`config.mk`:
```
export PLATFORM = sky130hd
export DESIGN_NAME = byte_striping_n
export DESIGN_NICKNAME = d
export VERILOG_FILES = /design/src/rtl/byte_striping_n.sv
export SDC_FILE = /design/constraint.sdc
export NUM_CORES = 1
export LEC_CHECK = 0
export CAP_MARGIN = 20
export CORE_ASPECT_RATIO = 0.7
export CORE_MARGIN = 1
export CORE_UTILIZATION = 40
export DETAILED_ROUTE_END_ITERATION = 8
export DONT_BUFFER_PORTS = 1
export HOLD_SLACK_MARGIN = 0.1
export SKIP_CTS_REPAIR_TIMING = 1
export SYNTH_ARGS = -nofsm -noshare
export SYNTH_HDL_FRONTEND = slang
export SYNTH_SLANG_ARGS = --single-unit
export TNS_END_PERCENT = 50
```
`constraint.sdc`:
```
create_clock -name clk_2f -period 3.9 [get_ports clk_2f]
set_input_delay 0.39 -clock clk_2f [delete_from_list [all_inputs] [get_ports clk_2f]]
set_output_delay 0.39 -clock clk_2f [all_outputs]
set_load 0.05 [all_outputs]
```
`src/rtl/byte_striping_n.sv`:
```
// Round-robin byte striper: gathers valid bytes into a stripe of N lanes and emits all lanes at once.
// Optional STRIPE_PAD_EN pads flushed stripes with 8'hBC and adds the pad_mask output.
module byte_striping_n #(
   parameter  int DATA_W = 8,
   parameter  int LANES  = 4,
   localparam int LW     = $clog2(LANES) + 1
) (
   input  logic                    clk_2f,
   input  logic                    reset,
   input  logic                    valid_in,
   input  logic [DATA_W-1:0]       data_in,
   input  logic                    flush,
   input  logic [LW-1:0]           lanes_active,
   output logic [LANES*DATA_W-1:0] lane_data,
   output logic [LANES-1:0]        lane_valid,
`ifdef STRIPE_PAD_EN
   output logic [LANES-1:0]        pad_mask,
`endif
   output logic                    partial
);

   localparam int PW = $clog2(LANES);
   localparam logic [DATA_W-1:0] PAD_BYTE = DATA_W'(8'hBC);

   logic [PW-1:0]           r_ptr;
   logic [LW-1:0]           r_n;
   logic [DATA_W-1:0]       r_shadow [LANES];
   logic [LANES*DATA_W-1:0] r_lane_data;
   logic [LANES-1:0]        r_lane_valid;
   logic [LANES-1:0]        r_pad_mask;

   logic [LW-1:0]           w_n_req;
   logic [LW-1:0]           w_n;
   logic [LW-1:0]           w_fill;
   logic                    w_emit;
   logic [DATA_W-1:0]       w_shadow [LANES];
   logic [LANES*DATA_W-1:0] w_data;
   logic [LANES-1:0]        w_valid;
   logic [LANES-1:0]        w_pad;

   // Lane count only takes effect on the first byte of a stripe; out-of-range requests mean all lanes.
   always_comb begin
      w_n_req = (lanes_active == '0 || lanes_active > LW'(LANES)) ? LW'(LANES) : lanes_active;
      w_n     = (valid_in && r_ptr == '0) ? w_n_req : r_n;
      w_fill  = LW'(r_ptr) + LW'(valid_in);
      w_emit  = (valid_in && w_fill == w_n) || (flush && w_fill != '0);
      w_shadow = r_shadow;
      if (valid_in)
         w_shadow[r_ptr] = data_in;
   end

   always_comb begin
      w_data  = '0;
      w_valid = '0;
      w_pad   = '0;
      for (int unsigned i = 0; i < LANES; i++) begin
         if (LW'(i) < w_fill) begin
            w_data[i*DATA_W +: DATA_W] = w_shadow[i];
            w_valid[i]                 = 1'b1;
         end
`ifdef STRIPE_PAD_EN
         else if (LW'(i) < w_n) begin
            w_data[i*DATA_W +: DATA_W] = PAD_BYTE;
            w_valid[i]                 = 1'b1;
            w_pad[i]                   = 1'b1;
         end
`endif
      end
   end

   always_ff @(posedge clk_2f or posedge reset) begin
      if (reset) begin
         r_ptr        <= '0;
         r_n          <= LW'(LANES);
         r_lane_data  <= '0;
         r_lane_valid <= '0;
         r_pad_mask   <= '0;
         for (int unsigned i = 0; i < LANES; i++)
            r_shadow[i] <= '0;
      end else begin
         r_shadow     <= w_shadow;
         r_ptr        <= w_emit ? '0 : PW'(w_fill);
         if (valid_in && r_ptr == '0)
            r_n <= w_n_req;
         r_lane_valid <= w_emit ? w_valid : '0;
         r_pad_mask   <= w_emit ? w_pad : '0;
         if (w_emit)
            r_lane_data <= w_data;
      end
   end

   assign lane_data  = r_lane_data;
   assign lane_valid = r_lane_valid;
   assign partial    = (r_ptr != '0);
`ifdef STRIPE_PAD_EN
   assign pad_mask   = r_pad_mask;
`else
   logic w_unused_pad;
   assign w_unused_pad = ^{r_pad_mask, w_pad};
`endif

endmodule

```
-- After elaboration in Yosys (flattened, before gate mapping)
Index checks and enable logic that the tools add are counted.
- bits of input ports: 15
- word-level logic and storage cells: 44
- register bits after elaboration: 73
- $lt $le $gt $ge: 7
- reduce and logical (&&, ||, !) cells: 10
- bitwise gates (word level): 1
- muxes and demuxes: 16
- $add $sub $neg: 1
- eq/ne operators: 1
- operator list (cell ; count):
    two-way mux 8 bit ; 5
    bitwise mux 32 bit ; 1
    two-way mux 32 bit ; 1
    demux 8 bit (select 2 bit) ; 1
    less-than comparator 1 x 3 -> 1 bit (first input constant) ; 2
    less-than comparator 2 x 3 -> 1 bit (first input constant) ; 2
    two-way mux 3 bit ; 2
    logical AND 1 bit ; 4
    two-way mux 1 bit ; 4
    two-way mux 4 bit ; 1
    adder 2 x 1 -> 3 bit ; 1
    equality test 3 bit ; 1
    >= comparator 3 bit (second input constant) ; 1
    greater-than comparator 3 bit (second input constant) ; 1
    logical NOT 3 bit ; 1
    less-than comparator 3 x 1 -> 1 bit (second input constant) ; 1
    inverter 2 -> 3 bit ; 1
    nonzero test 3 bit ; 1
    logical NOT 2 bit ; 1
    logical OR 1 bit ; 2
    two-way mux 2 bit ; 1
    nonzero test 2 bit ; 1

-- Logic depth before layout (Yosys ltp)
Gate-level depths: netlist (run 1).
- word-level depth: 8
- mapped depth: 8
- gate-level depth less buffers: 7

-- Worst setup path after synthesis (run 1)
Ideal clock, no wire load.
- kind: input-to-reg
- start: in lanes_active[0]
- end: reg r_lane_data[24], in the netlist lane_data[24]
- arrival time: 2.421 ns
- buffers on the path: 1
- stages on the path: 8
- slack: 1.351 ns
- cell sequence: or2_2 > ha_1 > nor2b_1 > mux2i_1 > xnor2_1 > o41ai_4 > buf_4 > mux2_1
- word-level cells in the longest chain between the ends: 7
- ends and longest elaborated chain (what ; line ; text):
    from (decl) ; 13 ; input logic [LW-1:0] lanes_active,
    greater-than comparator 3 bit or logical NOT 3 bit (tied branches) ; 43 ; w_n_req = (lanes_active == '0 || lanes_active > LW'(LANES)) ? LW'(LANES) : lanes_active;
    logical OR 1 bit ; 43 ;
    two-way mux 3 bit (*) ; 43 ;
    two-way mux 3 bit (*) ; -- ;
    equality test 3 bit (*) ; 46 ; w_emit = (valid_in && w_fill == w_n) || (flush && w_fill != '0);
    logical AND 1 bit (*) ; 46 ;
    logical OR 1 bit (*) ; 46 ;
    to (signal assigned) ; 88 ; r_lane_data <= w_data;
    to (decl) ; 28 ; logic [LANES*DATA_W-1:0] r_lane_data;
Every way passes the cells marked *; elsewhere a longest branch is shown, timed or not.
A chain may end at the register's enable or synchronous reset.

-- Worst setup path in the final report (run 1)
- start: reg r_ptr[1]
- end: reg r_lane_data[11], in the netlist lane_data[11]
- word-level cells in the longest chain between the ends: 8
- ends and longest elaborated chain (what ; line ; text):
    from (decl) ; 25 ; logic [PW-1:0] r_ptr;
    from (signal assigned) ; 82 ; r_ptr <= w_emit ? '0 : PW'(w_fill);
    inverter 2 -> 3 bit (not written as such) ; 49 ; w_shadow[r_ptr] = data_in;
    >= comparator 3 bit (not written as such) or less-than comparator 3 x 1 -> 1 bit (tied branches) ; 49 ;
    logical AND 1 bit (not written as such) ; 49 ;
    two-way mux 8 bit (not written as such) ; 49 ;
    demux 8 bit (select 2 bit) ; 49 ;
    bitwise mux 32 bit ; 49 ;
    two-way mux 32 bit ; 48 ; if (valid_in)
    two-way mux 8 bit ; 57 ; if (LW'(i) < w_fill) begin
Several ways; a longest one is shown, not always the timed one.

==> run metrics, run 1 <==
run status=finished clean; leading post-synthesis cells by cell area=dfrtp_1 (58%), mux2_2 (13%), mux2i_1 (6.1%); Max Fanout on Critical Path=35; worst reg-to-reg path cell count=7; chain of cells forming the critical path=nor3b_2 -> buf_4 -> mux2i_1 -> xnor2_1 -> o41ai_4 -> buf_4 -> mux2_2; CTS tree=done; final hold slack=80.2 ps; DRT iter0 DRCs=55; yosys warns=0; most frequently used flop master after synthesis=dfrtp_1; TNS Setup=0 ps; overall via count from detail_route=roughly 1.7k; crit path max-delay cell type=buf_4; number of DRC violations after detailed routing=0; final setup violating endpoints=0; number of port buffers=0; number of enable flip-flop cells after synthesis=0; initial core utilization=41.9%; Worst R2R Setup Slack=between 1000 and 1500 ps; type of element launching the critical path=register; peak supply drop=a little over 0.3 mV; first-pass GRT wire length=9200 microns; critical path's largest stage delay=490 ps; number of antenna violations at the first check in global routing=0; Die X=107 microns; detailed placement HPWL=3760 microns; transition at the pin with the smallest max-transition slack=826 ps; Worst Setup Path Type=register to register; Avg WL per Cell=16.6 microns; Cells after Synth=231; mean instance size in the synthesized netlist=13.4 sq um; Bufs on Longest Clock Path=2; f_max=380 MHz; worst slew margin relative to its limit=44.9%; fraction of the yosys area taken by sequential cells=58.9%; largest net degree at the start of global routing=40; clock network latency to the later pin of the worst-skew pair=between 300 and 400 ps; Max Cap Violations=0; count of inserted antenna diode cells=0; die area=about 8100 sq um; IO Pins=52; number of register bits inferred by synthesis=73; setup repair after global routing missed its margin=no; Worst path top cell family by delay=buffers and inverters; number of hold violations in the final report=0; fraction of final layout cells sized beyond drive strength 1=24.7%; proportion of netlist area held by the largest area contributor=58.0%; kind of path behind the tightest hold check=primary input to async pin; buffering stage count on the worst path with inverters included=2; count leader, synth=dfrtp_1; length of the first detailed-routing pass in iterations=5; library cell with the largest summed area after synthesis=dfrtp_1; total global routing overflow=0; crit path time final=2630 ps; Die Ht=~76 microns; Routed WL=about 5700 microns; Unique masters post-synth=28; most frequent cell on the critical path=buf_4; area delta synth->final=8.74%; required arrival time at the worst endpoint=4140 ps; number of global-route vias before repair=between 1.5k and 2k; Cell Rows=26; startpoint of the lowest-slack register-to-register path=r_ptr[1]; final worst-path cycle share=between 60 and 70%; gpl congestion=around 0.7; commonest cells in the synthesized netlist=dfrtp_1 (72), mux2_2 (37), inv_1 (25); fin. max-slew vios=0; Finished Core Util=45.5%; Core Region=around 7400 sq um; global-route usage over all layers=16.0%; final clock skew=between 6 and 7 ps; leakage power total=1.61 nW; Root Buffer=clkbuf_8; NumNets Final=between 200 and 300; signal arrival time at the worst endpoint=2870 ps; worst r2r dst=lane_data[11]; Antenna Nets Post-Route=0; number of buffers added by the clock tree synthesis step=9; Post-Syn Area=3110 sq um; H-tree levels=3; CTS Sinks=73; critical path capture point type=register; total power divided by cell area=711 nW/um^2; net count after synthesis=250; clock edge transition at the registers on the reported setup and hold paths=80 ps; count of fill cells added during filler insertion=696; post-DR vias/cell=4.87; share of synthesized registers carrying an async set or reset=100%
-- flip-flops by register name (all words and copies together) (netlist names) --
signal,flops
r_ptr,2
r_n,3
r_shadow,32
lane_data,32
lane_valid,4
-- cells by family after synthesis --
family                     after synthesis  share of synthesized area, %
and+or+nand+nor                         47                          8.94
muxes                                   67                          23.5
DFF                                     73                          58.9
buffers and inverters                   33                          4.59
AOI/OAI and AO/OA                        4                          1.61
xor gates and xnor gates                 3                         0.846
adders and majority gates                4                          1.61
-- report_power, final --
group          leakage (nW)  internal (W)  switching [W]
Combinational         0.595      0.000250       0.000246
Clock                0.0781      0.000226       0.000274
Sequential            0.937      0.000987       0.000418
-- worst max-delay path by stage --
| stage | from | endpoint | cells past startpoint |
|---|---|---|---|
| after floorplan | lanes_active[0] | lane_data[24] | 8 |
| after global placement | lanes_active[0] | lane_data[15] | 8 |
| after detailed placement | lanes_active[0] | lane_data[12] | 8 |
| after CTS | r_ptr[1] | lane_data[12] | 7 |
| after global routing | r_ptr[1] | lane_data[12] | 7 |
| final | r_ptr[1] | lane_data[11] | 7 |
-- layout make-up --
cell class	instances	area [sq um]	share of cell area (%)
sequential	73	1830	54.1
multi-input combinational	125	1130	33.6
clock inverter	5	33.8	1.00
clock buffer	10	128	3.78
timing repair buffer	4	32.5	0.963
inverter	26	97.6	2.89
tap	98	123	3.63
-- metal layers --
metal | vias up | wire, microns | track usage, %
met5 | - | 0 | 0
li1 | 774 | - | -
met3 | 8 | 467 | 7.61
met4 | 0 | 55 | 5.02
met2 | 39 | 2420 | 23.5
met1 | 840 | 2720 | 21.0
-- cell usage in the layout (no fill, tap or decap), types with 2 or more instances in the layout --
master      Yosys  final
and2_1          9      9
buf_4           3      3
clkbuf_8        0      9
clkinv_2        0      2
clkinvlp_4      0      2
dfrtp_1        72     72
ha_1            4      4
inv_1          25     24
mux2_1         11     11
mux2_2         37     37
mux2i_1        19     19
nand2_1         8      8
nand2b_1        8      8
nand3_1         2      2
nor2b_1        13     13
or2_2           2      2
xnor2_1         2      2
-- per-stage QoR --
stage | std cells | total power [W] | setup slack (ps) | instance area (sq um)
after detailed placement | 325 | 0.00192 | 1160 | 3210
after CTS | 340 | 0.00243 | 1240 | 3370
after floorplan | 231 | 0.00182 | 1350 | 3110
final | 341 | 0.00240 | 1270 | 3380
after global routing | 341 | 0.00255 | 1100 | 3380
after global placement | 325 | 0.00191 | 1190 | 3210
No activity file was read; power rests on OpenSTA's default activity.
==> run 2, diff against run 1 <==
Settings changed: ABC_AREA from default to 1.
Clock period 3.9 ns to 2.68 ns, I/O delays scaled along.
==> run 2 against run 1 <==
Total power is 120% higher. Synthesized cell count rose by 80%. Global-route usage is 2.9 points higher. Largest cell class unchanged. Setup slack lost 820 ps. Non-clock buffer count rose by 8. Final cell count increased by 54%. Clock power increased to 2.6 times the previous value. Routed wire length is 35% higher.
==> run metrics, run 2 <==
run status=finished clean; leakage power total=2.13 nW; clock network latency to the later pin of the worst-skew pair=340 ps; library cell with the largest summed area after synthesis=dfrtp_1; Max Cap Violations=0; multiplexer share of the synthesized area=0%; most used cells in the layout excluding fill and tap cells=nand2_1 (99), inv_1 (78), dfrtp_1 (72); peak supply drop=between 0.4 and 0.5 mV; Post-Place Setup Slack=444 ps; area delta synth->final=13.4%; leading post-synthesis cells by cell area=dfrtp_1 (52%), nand2_1 (11%), inv_1 (8.6%); Max Fanout on Critical Path=37; post-DR vias/cell=4.80; share of synthesized registers carrying an async set or reset=100%; number of global-route vias before repair=2429; Cell Rows=27; H-tree levels=3; number of port buffers=0; CTS tree=done; simple-gate portion of the synthesized area=25.9%; Bufs on Longest Clock Path=2; number of DRC violations after detailed routing=0; final worst-path cycle share=83.3%; crit path time final=2230 ps; Cells after Synth=415; TNS Setup=0 ps; most frequently used flop master after synthesis=dfrtp_1; number of enable flip-flop cells after synthesis=0; Core Region=slightly above 8000 sq um; final setup violating endpoints=0; worst slew margin relative to its limit=59.3%; total power divided by cell area=1320 nW/um^2; post-route standard cell area excluding fillers=3930 sq um; largest net degree at the start of global routing=74; global-route usage over all layers=18.9%; first-pass GRT wire length=roughly 13000 microns; f_max=448 MHz; Unique masters post-synth=25; Routed WL=7650 microns; number of hold violations in the final report=0; proportion of netlist area held by the largest area contributor=between 50% and 60%; DRT iter0 DRCs=approximately 160; min setup slack post-route=approximately 450 ps; Die X=113 microns; die area=approximately 9000 sq um; clock edge transition at the registers on the reported setup and hold paths=60 ps; Avg WL per Cell=14.6 microns; fraction of final layout cells sized beyond drive strength 1=10.4%; count of inserted antenna diode cells=0; mean instance size in the synthesized netlist=between 8 and 9 sq um; Root Buffer=clkbuf_16; type of element launching the critical path=register; parity-gate share of the synthesized area counting xor and xnor cells=0%; length of the first detailed-routing pass in iterations=4; Finished Core Util=48.4%; Die Ht=79.8 microns; signal arrival time at the worst endpoint=2460 ps; CTS Sinks=between 70 and 80; placed cell areas=3510 sq um; number of antenna violations at the first check in global routing=0; number of buffers added by the clock tree synthesis step=9; final clock skew=4.82 ps; number of register bits inferred by synthesis=73; Antenna Nets Post-Route=0; commonest cells in the synthesized netlist=nand2_1 (99), inv_1 (79), dfrtp_1 (72); dominant combinational cell family by area after synthesis=simple AND/OR/NAND/NOR gates; initial core utilization=42.7%; global-route track usage on met3=roughly 6.5%; transition at the pin with the smallest max-transition slack=roughly 610 ps; total global routing overflow=0; Worst Setup Path Type=register to register; IO Pins=52; adder-cell area share of the yosys netlist=1.45%; GR Layer Usage met2=~28%; net count after synthesis=434; yosys warns=0; setup repair after global routing missed its margin=no; most common library cell in the layout ignoring fill and taps=nand2_1; detailed placement HPWL=5030 microns; gpl congestion=0.749; NumNets Final=439; fraction of the yosys area taken by sequential cells=around 53%; critical path capture point type=register; count leader, synth=nand2_1; most used routing layer=met2; kind of path behind the tightest hold check=primary input to register; required arrival time at the worst endpoint=just under 3000 ps; met1 track demand over resource=25.9%; Post-Syn Area=around 3500 sq um; fin. max-slew vios=0; overall via count from detail_route=2520; Compound-Gate Fraction of Synth Area=7.70%
## run 2: cell count changes after synthesis, moves of 19 or more
cell	delta
nand2_1	+91
o21ai_0	+24
nand3_1	+40
mux2i_1	-19
inv_1	+54
mux2_2	-37
nor2_1	+27
## run 2: logic make-up (layout without fill, tap and decap cells)
family	Yosys count	after routing
AND/OR/NAND/NOR	193	193
buffers and inverters	99	108
flip-flops	73	73
AO/OA/AOI/OAI	46	46
adder cells (fa/ha/maj)	4	4
## run 2: path summary, 6_finish.rpt
check / slack (ps) / startpoint / depth (start not counted) / endpoint
max: 450 / r_ptr[0] / 10 / lane_data[6]
min: 90 / data_in[3] / 2 / r_shadow[3]
max reg2reg: 450 / r_ptr[0] / 10 / lane_data[6]
min reg2reg: 500 / r_n[2] / 2 / r_n[2]
max in group asynchronous: 1880 / reset / 3 / r_n[2]
min in group asynchronous: 470 / reset / 3 / lane_data[31]
## run 2: final cells by class
cell class	count	area (sq um)
clock buffers	13	270
flip-flops and latches	73	1830
well taps	101	126
fillers	784	4180
inverters	81	304
multi-input cells	243	1210
clock inverters	2	60.1
repair buffers	12	123
## run 2: critical path, cell delays in order, from the launching register on
cell,delay (ps)
dfrtp_1,440
ha_1,230
ha_1,220
inv_1,310
nand3_2,120
nand2_2,100
nor2_4,50
nand2_8,230
nand2_8,210
nand2_1,130
nand2_1,50
## run 2: metrics by stage
| step | hold slack [ps] | instances | total power (W) |
|---|---|---|---|
| after floorplan | 409 | 415 | 0.00361 |
| after global placement | 273 | 502 | 0.00384 |
| after detailed placement | 272 | 502 | 0.00388 |
| after CTS | -96.1 | 517 | 0.00523 |
| after global routing | 104 | 525 | 0.00557 |
| final | 87.2 | 525 | 0.00519 |
## run 2: report_power, final
group          total, W  switching [W]  internal (W)
clock           0.00132       0.000437      0.000886
combinational   0.00158        0.00105      0.000527
sequential      0.00229       0.000762       0.00153
total           0.00519        0.00225       0.00294
## run 2: metal layers
| metal | share of wire [%] | vias to the layer above |
|---|---|---|
| met5 | 0 | - |
| met4 | 1.3 | 0 |
| met3 | 5.9 | 10 |
| met2 | 41 | 46 |
| met1 | 51 | 1189 |
| li1 | - | 1275 |
==> run 3, diff against run 2 <==
Settings changed: ABC_AREA 1 to 0.
Clock period 2.68 ns to 1.95 ns, I/O delays scaled along.
==> run 3 against run 2 <==
The run now ends with negative setup slack left. Hold slack gained 34 ps. Sequential share of layout area grew 2.6 points. Cell area shrank 5.2%. Final cell count shrank 30%. Largest cell class unchanged. Die area shrank 10%.
==> run metrics, run 3 (synthesized netlist as in run 1, its figures left out) <==
run status=finished with violations; failing checks=negative setup slack; total global routing overflow=0; largest net degree at the start of global routing=74; fraction of power spent switching nets=37.8%; setup repair after global routing missed its margin=yes; fraction of final layout cells sized beyond drive strength 1=31.9%; crit path time final=between 2000 and 2500 ps; Post-Place Setup Slack=-391 ps; number of hold violations in the final report=0; Root Buffer=clkbuf_8; length of the first detailed-routing pass in iterations=4; DRT iter0 DRCs=74; final worst-path cycle share=117%; Die X=107 microns; peak supply drop=0.570 mV; post-route standard cell area excluding fillers=3720 sq um; detailed placement HPWL=~3900 microns; first-pass GRT wire length=9600 microns; clock edge transition at the registers on the reported setup and hold paths=around 80 ps; H-tree levels=3; combinational fraction of design power=22.6%; global-route usage over all layers=16.6%; Max Cap Violations=0; gpl congestion=roughly 0.79; Die Ht=75.7 microns; required arrival time at the worst endpoint=around 2200 ps; sequential group share of total power=a little over half; worst reg-to-reg path cell count=8; number of global-route vias before repair=1817; CTS tree=done; number of buffers added by the clock tree synthesis step=9; Max Fanout on Critical Path=22; IO Pins=52; post-DR vias/cell=4.77; Cell Rows=26; Worst Setup Path Type=register to register; Hold Path End=r_n[2]; final hold slack=around 120 ps; total power divided by cell area=1400 nW/um^2; die area=8130 sq um; number of DRC violations after detailed routing=0; clock network latency to the later pin of the worst-skew pair=350 ps; Worst R2R Setup Slack=-330 ps; fin. max-slew vios=0; kind of path behind the tightest hold check=primary input to register; worst r2r dst=lane_data[18]; most common library cell in the layout ignoring fill and taps=dfrtp_1; final setup violating endpoints=35; count of fill cells added during filler insertion=about 670; internal power=0.00323 W; startpoint of the lowest-slack register-to-register path=r_ptr[0]; number of antenna violations at the first check in global routing=0; leakage power total=1.77 nW; count of inserted antenna diode cells=0; Routed WL=around 5800 microns; min-delay src=lanes_active[2]; switching power summed over all nets=0.00196 W; area delta synth->final=19.8%; final clock skew=11.6 ps; CTS Sinks=73; signal arrival time at the worst endpoint=2550 ps; Worst Hold Depth=3; type of element launching the critical path=register; Avg WL per Cell=15.9 microns; Antenna Nets Post-Route=0; Bufs on Longest Clock Path=2; Core Region=7420 sq um; worst slew margin relative to its limit=66.5%; transition at the pin with the smallest max-transition slack=502 ps; placed cell areas=between 3000 and 4000 sq um; TNS Setup=-9210 ps; critical path capture point type=register; initial core utilization=41.9%; overall via count from detail_route=1757; f_max=around 440 MHz; min setup slack post-route=-327 ps; most used cells in the layout excluding fill and tap cells=dfrtp_1 (72), mux2_2 (37), inv_1 (24); clock share of power=23.4%; number of port buffers=0; NumNets Final=between 200 and 300
run 3: cell types whose count changed in the layout (fill, tap and decap cells not counted), moves of 12 or more:
cell     before  now
nor2b_1       0   12
a21oi_1      13    0
o21ai_0      24    0
mux2_2        0   37
nand2_1      99    8
inv_1        78   24
buf_4         3   17
nand3_1      42    2
mux2i_1       0   17
nor2_1       27    0
run 3: layer usage:
layer	part of all wire (%)	vias up	global-route usage (%)
met5	0	-	0
met4	1.1	0	5.94
met3	5.9	8	7.87
met2	44	40	24.0
met1	49	880	21.8
li1	-	829	-
run 3: through the flow:
stage	utilization [%]	std cells	power [W]
global placement	45.9	342	0.00396
floorplan	-	231	0.00368
CTS	48.7	358	0.00521
finish	50.2	368	0.00519
global route	50.2	368	0.00549
detailed placement	45.9	342	0.00399
run 3: cell type report:
cell class	count	area, sq um	share of cell area, %
clock buffer	10	138	3.70
clock inverter	6	66.3	1.78
inverter	26	101	2.72
multi-input combinational	125	1180	31.6
sequential	73	1830	49.1
tap	98	123	3.30
timing repair buffer	30	288	7.74
run 3: worst max-delay path, stage by stage (launching register included):
cell and delay, ps:
dfrtp_1 400, nor3b_2 180, buf_4 190, mux2i_4 260, xnor2_2 110, o41ai_4 420, buf_12 230, buf_4 200
mux2i_1 200
run 3: worst max path at each step:
stage	depth (start not counted)	to	slack, ps	from
4_1_cts	8	lane_data[18]	-370	r_ptr[0]
2_1_floorplan	7	lane_data[24]	-470	r_ptr[0]
3_5_place_dp	9	lane_data[18]	-390	lanes_active[0]
3_3_place_gp	9	lane_data[17]	-350	lanes_active[0]
6_report	8	lane_data[18]	-330	r_ptr[0]
5_1_grt	8	lane_data[0]	-470	r_ptr[0]
run 3: power groups by stage:
stage               clock [W]  combinational, W  sequential (W)
global placement            0           0.00113         0.00283
finish                0.00122           0.00117         0.00280
floorplan                   0          0.000901         0.00278
CTS                   0.00125           0.00115         0.00281
detailed placement          0           0.00114         0.00284
global route          0.00132           0.00131         0.00286
